<file path="src/rtl/ram_arb_pkg.sv">
// Shared types and constants for the two-port RAM arbiter.
// The RAM_ARB_INIT_CLEAR_EN build option is consumed in ram_arbiter.sv.
package ram_arb_pkg;

  localparam int DEPTH            = 64;
  localparam int DATA_W_DEF       = 8;
  localparam int ADDR_W_DEF       = 6;
  localparam int RAM_ADDR_W_DEF   = 8;
  localparam int INIT_CNT_W       = $clog2(DEPTH);

  localparam logic PORT_A = 1'b0;
  localparam logic PORT_B = 1'b1;

  typedef enum logic [1:0] {
    BOOT   = 2'd0,
    INIT   = 2'd1,
    IDLE   = 2'd2,
    ACCESS = 2'd3
  } arb_state_e;

endpackage

</file>
<file path="src/rtl/ram_arbiter_rr_pick2.sv">
// Combinational two-way round-robin picker: on a tie the port that did not
// win last time is chosen.
module rr_pick2
  import ram_arb_pkg::*;
(
  input  logic [1:0] eligible,
  input  logic       last_grant,
  output logic       grant_valid,
  output logic       grant_id
);

  always_comb begin
    grant_valid = |eligible;
    grant_id    = PORT_A;
    if (eligible == 2'b11) begin
      grant_id = ~last_grant;
    end else if (eligible[1]) begin
      grant_id = PORT_B;
    end
  end

endmodule

</file>
<file path="src/rtl/ram_arbiter.sv">
// Round-robin arbiter/sequencer for a 64x8 single-port RAM serving ports A and B.
// Define RAM_ARB_INIT_CLEAR_EN to zero the RAM after reset before serving traffic.
//
// state  | meaning
// BOOT   | first cycle after reset, RAM idle
// INIT   | clearing sweep, one word per cycle (build option only)
// IDLE   | waiting for an eligible request, grant on the edge
// ACCESS | latched transaction drives the RAM for one cycle
module ram_arbiter
  import ram_arb_pkg::*;
#(
  parameter int DATA_W     = DATA_W_DEF,
  parameter int ADDR_W     = ADDR_W_DEF,
  parameter int RAM_ADDR_W = RAM_ADDR_W_DEF
) (
  input  logic                  clk,
  input  logic                  rst_n,
  input  logic                  req_a,
  input  logic                  req_b,
  input  logic                  we_a,
  input  logic                  we_b,
  input  logic [ADDR_W-1:0]     addr_a,
  input  logic [ADDR_W-1:0]     addr_b,
  input  logic [DATA_W-1:0]     wdata_a,
  input  logic [DATA_W-1:0]     wdata_b,
  output logic                  ack_a,
  output logic                  ack_b,
  output logic [DATA_W-1:0]     rdata_a,
  output logic [DATA_W-1:0]     rdata_b,
  output logic                  busy,
  output logic [RAM_ADDR_W-1:0] ram_addr,
  output logic [DATA_W-1:0]     ram_din,
  output logic                  ram_we,
  input  logic [DATA_W-1:0]     ram_dout
);

  arb_state_e        state_q, state_d;
  logic              last_grant;
  logic              gnt_id;
  logic [ADDR_W-1:0] lat_addr;
  logic [DATA_W-1:0] lat_wdata;
  logic              lat_we;
  logic              grant_valid;
  logic              grant_id;
  logic              init_done;

  // A port acked this cycle still shows its stale request; mask it out.
  rr_pick2 u_pick (
    .eligible    ({req_b & ~ack_b, req_a & ~ack_a}),
    .last_grant  (last_grant),
    .grant_valid (grant_valid),
    .grant_id    (grant_id)
  );

`ifdef RAM_ARB_INIT_CLEAR_EN
  // Down-counter; the sweep address is its complement so words go 0..63.
  logic [INIT_CNT_W-1:0] init_cnt;

  always_ff @(posedge clk or negedge rst_n) begin
    if (!rst_n) begin
      init_cnt <= '1;
    end else if (state_q == INIT) begin
      init_cnt <= init_cnt - 1'b1;
    end
  end

  assign init_done = (init_cnt == '0);
`else
  assign init_done = 1'b1;
`endif

  always_comb begin
    state_d = state_q;
    case (state_q)
`ifdef RAM_ARB_INIT_CLEAR_EN
      BOOT:    state_d = INIT;
`else
      BOOT:    state_d = IDLE;
`endif
      INIT:    if (init_done) state_d = IDLE;
      IDLE:    if (grant_valid) state_d = ACCESS;
      ACCESS:  state_d = IDLE;
      default: state_d = BOOT;
    endcase
  end

  always_ff @(posedge clk or negedge rst_n) begin
    if (!rst_n) begin
      state_q    <= BOOT;
      last_grant <= PORT_B;
      gnt_id     <= PORT_A;
      lat_addr   <= '0;
      lat_wdata  <= '0;
      lat_we     <= 1'b0;
      ack_a      <= 1'b0;
      ack_b      <= 1'b0;
      rdata_a    <= '0;
      rdata_b    <= '0;
    end else begin
      state_q <= state_d;
      ack_a   <= (state_q == ACCESS) && (gnt_id == PORT_A);
      ack_b   <= (state_q == ACCESS) && (gnt_id == PORT_B);
      if (state_q == IDLE && grant_valid) begin
        gnt_id     <= grant_id;
        last_grant <= grant_id;
        lat_addr   <= (grant_id == PORT_B) ? addr_b  : addr_a;
        lat_we     <= (grant_id == PORT_B) ? we_b    : we_a;
        lat_wdata  <= (grant_id == PORT_B) ? wdata_b : wdata_a;
      end
      if (state_q == ACCESS && !lat_we) begin
        if (gnt_id == PORT_B) rdata_b <= ram_dout;
        else                  rdata_a <= ram_dout;
      end
    end
  end

  always_comb begin
    ram_addr = '0;
    ram_din  = '0;
    ram_we   = 1'b0;
    if (state_q == ACCESS) begin
      ram_addr = RAM_ADDR_W'(lat_addr);
      ram_din  = lat_wdata;
      ram_we   = lat_we;
    end
`ifdef RAM_ARB_INIT_CLEAR_EN
    if (state_q == INIT) begin
      ram_addr = RAM_ADDR_W'(~init_cnt);
      ram_we   = 1'b1;
    end
`endif
  end

  assign busy = (state_q == BOOT) || (state_q == INIT);

endmodule

</file>
<file path="config.mk">
export PLATFORM = sky130hd
export DESIGN_NAME = ram_arbiter
export DESIGN_NICKNAME = d
export VERILOG_FILES = /design/src/rtl/ram_arb_pkg.sv /design/src/rtl/ram_arbiter_rr_pick2.sv /design/src/rtl/ram_arbiter.sv
export SDC_FILE = /design/constraint.sdc
export NUM_CORES = 1
export LEC_CHECK = 0
export CORE_UTILIZATION = 37
export DETAILED_ROUTE_END_ITERATION = 10
export PLACE_DENSITY = 0.87
export SLEW_MARGIN = 30
export SYNTH_ARGS = -nofsm -noshare
export SYNTH_HDL_FRONTEND = slang
export SYNTH_SLANG_ARGS = --single-unit
export TNS_END_PERCENT = 30
</file>
<file path="constraint.sdc">
create_clock -name clk -period 1.2 [get_ports clk]
set_input_delay 0.24 -clock clk [delete_from_list [all_inputs] [get_ports clk]]
set_output_delay 0.24 -clock clk [all_outputs]
set_load 0.1 [all_outputs]
</file>
==> impl_metrics.py <==
metrics = {
    "sta": {
        "finalClockSkew_ns": 0.00839,
        "final_hold_viol_count": 0,
        "max_freq_ghz": 0.632,
        "setup_violations": 52,
        "fin_ws_ns": -0.382,
        "rsz0062_at_grt": "true",
        "min_period_ns": 1.58,
        "slew_violations": 0,
        "period_share": 1.32,
    },
    "clock_network": {
        "clk_pin_slew_ns": 0.08,
        "insertion_delay_ns": 0.29,
        "cts_sinks": 37,
        "cts_tree": "built",
        "root_buffer": "clkbuf_8",
        "h-tree-depth": 2,
        "numCtsBuffers": 5,
        "clockBufferDepth": 2,
    },
    "pwr": {
        "power.density_nw_per_um2": 2380,
        "p_total_mw": 7.94,
        "p_comb_frac": 0.621,
        "seqPwrFrac": 0.266,
        "p_int_mw": 4.09,
        "switching_power_mw": 3.85,
        "p_leak_nw": 1.43,
        "p_sw_frac": 0.485,
        "clkPwrFrac": 0.113,
        "peakVddDrop_mv": 2.47,
    },
    "grt": {
        "antenna_found_initial": 0,
        "grt_util_all_layers": 0.235,
        "first_global_vias": 1745,
        "grt_max_degree": 24,
        "grt_overflow": 0,
        "grt_pass1_wl_microns": 8650,
    },
    "drt": {
        "viasPerCell": 5.11,
        "drt_wl_total_microns": 5430,
        "postRouteAntennaNets": 0,
        "drtPass1Iterations": 4,
        "wl_per_cell_microns": 17.6,
        "vias": 1578,
        "drc": 0,
        "first_iter_violations": 86,
    },
    "worst_setup_path": {
        "worstPathMaxFanout": 3,
        "cp.arrival_ns": 1.77,
        "critPathLaunchType": "flip-flop",
        "required_ns": 1.39,
        "end_kind": "flip-flop",
        "critPathKind": "flip-flop to flip-flop",
    },
    "synthesis": {
        "ys_types": 22,
        "syn_inst": 156,
        "netlist_top_cells_area": "dfrtp_1 (54%), mux2_2 (12%), nand2_1 (7.0%)",
        "syn_avg_cell_area_sq_um": 10.7,
        "synth_area_sq_um": 1670,
        "synth_seq_cells": 37,
        "yosysTopAreaCell": "dfrtp_1",
        "synth_top_cell_area_share": 0.538,
        "yosysSeqAreaShare": 0.554,
        "yosys_warnings": 0,
    },
    "layout": {
        "fill_cells": 254,
        "area_growth_pct": 99.8,
        "layout.nets": 298,
        "instances_no_fill": 309,
        "n_antenna_cell": 0,
        "drive_gt1_frac": 0.486,
    },
    "die": {
        "io_pins": 78,
        "core-area_sq_um": 4350,
        "dieArea_sq_um": 4800,
        "die_h_microns": 69.3,
        "die_w_microns": 69.3,
        "initial_utilization": 0.384,
        "fp-row-count": 24,
    },
    "placement": {
        "dp_cells": 291,
        "io_buffers": 75,
        "globalplace.congestion": 0.750,
        "hpwl_microns": 3340,
        "dp_slack_ns": -0.556,
    },
    "status": {
        "violations": "negative setup slack",
        "status": "finished, violations left",
    },
    "flow_run": {
        "max-cap-violations": 0,
    },
    "min_path": {
        "hold_class": "input pin to asynchronous set/reset pin",
    },
}
==> registers in the layout (all words and copies together) (netlist names) <==
name        cells
lat_we          1
state_q         2
lat_addr        6
ack_b           1
lat_wdata       8
last_grant      1
gnt_id          1
ack_a           1
rdata_b         8
rdata_a         8
==> repair_timing <==
action / CTS / global route
pin swaps: 13 / 0
hold buffers: 1 / 0
setup endpoints to repair: 52 / 52
hold endpoints to repair: 36 / 0
gates cloned: 2 / 1
gates resized for setup: 34 / 18
buffers inserted: 6 / 0
==> worst paths after layout <==
path                       cells after the start                    start                       end  slack (ns)
min reg2reg                                    2  lat_addr[5]$_DFFE_PN0P_   lat_addr[5]$_DFFE_PN0P_        0.55
min in group clk                               3               wdata_b[7]  lat_wdata[7]$_DFFE_PN0P_        0.51
max                                            6          ack_b$_DFF_PN0_        lat_we$_DFFE_PN0P_       -0.38
min                                            3                    rst_n    rdata_b[3]$_DFFE_PN0P_        0.46
max in group asynchronous                      3                    rst_n    last_grant$_DFFE_PN1P_        0.41
max reg2reg                                    6          ack_b$_DFF_PN0_        lat_we$_DFFE_PN0P_       -0.38
==> per-stage QoR <==
step | TNS [ns] | instance area (sq um) | hold slack (ns) | utilization
2_1_floorplan | -11.52 | 1710 | -0.0556 | -
3_3_place_gp | -11.25 | 2960 | 0.195 | 0.681
3_5_place_dp | -13.78 | 2960 | 0.214 | 0.681
4_1_cts | -11.01 | 3260 | 0.445 | 0.749
5_1_grt | -14.77 | 3340 | 0.471 | 0.768
6_report | -12.41 | 3340 | 0.461 | 0.768
==> Yosys cell counts (all sizes together) <==
cell type  instances
a211oi             1
a31oi             15
and3              16
buf                7
clkbuf             4
conb               2
dfrtp             36
dfstp              1
inv                1
mux2              18
nand2             32
nand2b             3
nand3b             1
nor2              17
nor2b              1
nor3               1
==> layer usage <==
layer  vias to the layer above  routed length, microns  track usage
met1                       782                    2090        0.247
met4                         0                     133       0.0930
li1                        729                       -            -
met3                        14                     203       0.0465
met5                         -                       0            0
met2                        53                    3000        0.451
==> power by group through the flow <==
stage | Combinational [mW] | Sequential, mW | Clock (mW)
floorplan | 0.880 | 3.93 | 0
global placement | 4.60 | 2.06 | 0
detailed placement | 4.67 | 2.09 | 0
CTS | 4.86 | 2.08 | 0.917
global route | 5.06 | 2.17 | 0.986
finish | 4.93 | 2.11 | 0.897
==> cell type report <==
class	count	area, sq um	share of cell area
tap	52	65.1	0.0195
clock buffer	8	90.1	0.0269
inverter	1	8.76	0.00262
multi-input combinational	108	840	0.251
timing repair buffer	103	1400	0.420
sequential	37	937	0.280
==> logic make-up (layout without fill, tap and decap cells) <==
logic type | after synthesis | count (layout) | synth area share
AND/OR/NAND/NOR | 71 | 71 | 0.209
flip-flops | 37 | 37 | 0.554
multiplexers | 18 | 18 | 0.121
AO/OA/AOI/OAI | 16 | 16 | 0.0680
buffers and inverters | 12 | 112 | 0.0433
other | 2 | 3 | 0.00449
==> cell usage in the layout, fill, tap and decap left out, types with 3 or more instances in the layout <==
cell type / instances
a31oi_1: 15
and3_4: 15
buf_12: 37
buf_4: 14
buf_6: 8
clkbuf_8: 6
clkdlybuf4s50_1: 40
conb_1: 3
dfrtp_1: 32
mux2_2: 10
mux2_4: 8
nand2_1: 30
nor2_1: 6
nor2_2: 7
nor2_4: 4
==> worst max-delay path: stages (launching register included) <==
cell and delay, ns:
dfrtp_4 0.47, nand2b_4 0.17, a211oi_4 0.28, buf_4 0.20, buf_4 0.12, nor2_1 0.05, a31oi_1 0.20
Note: power is estimated with default switching activity, not from simulation.
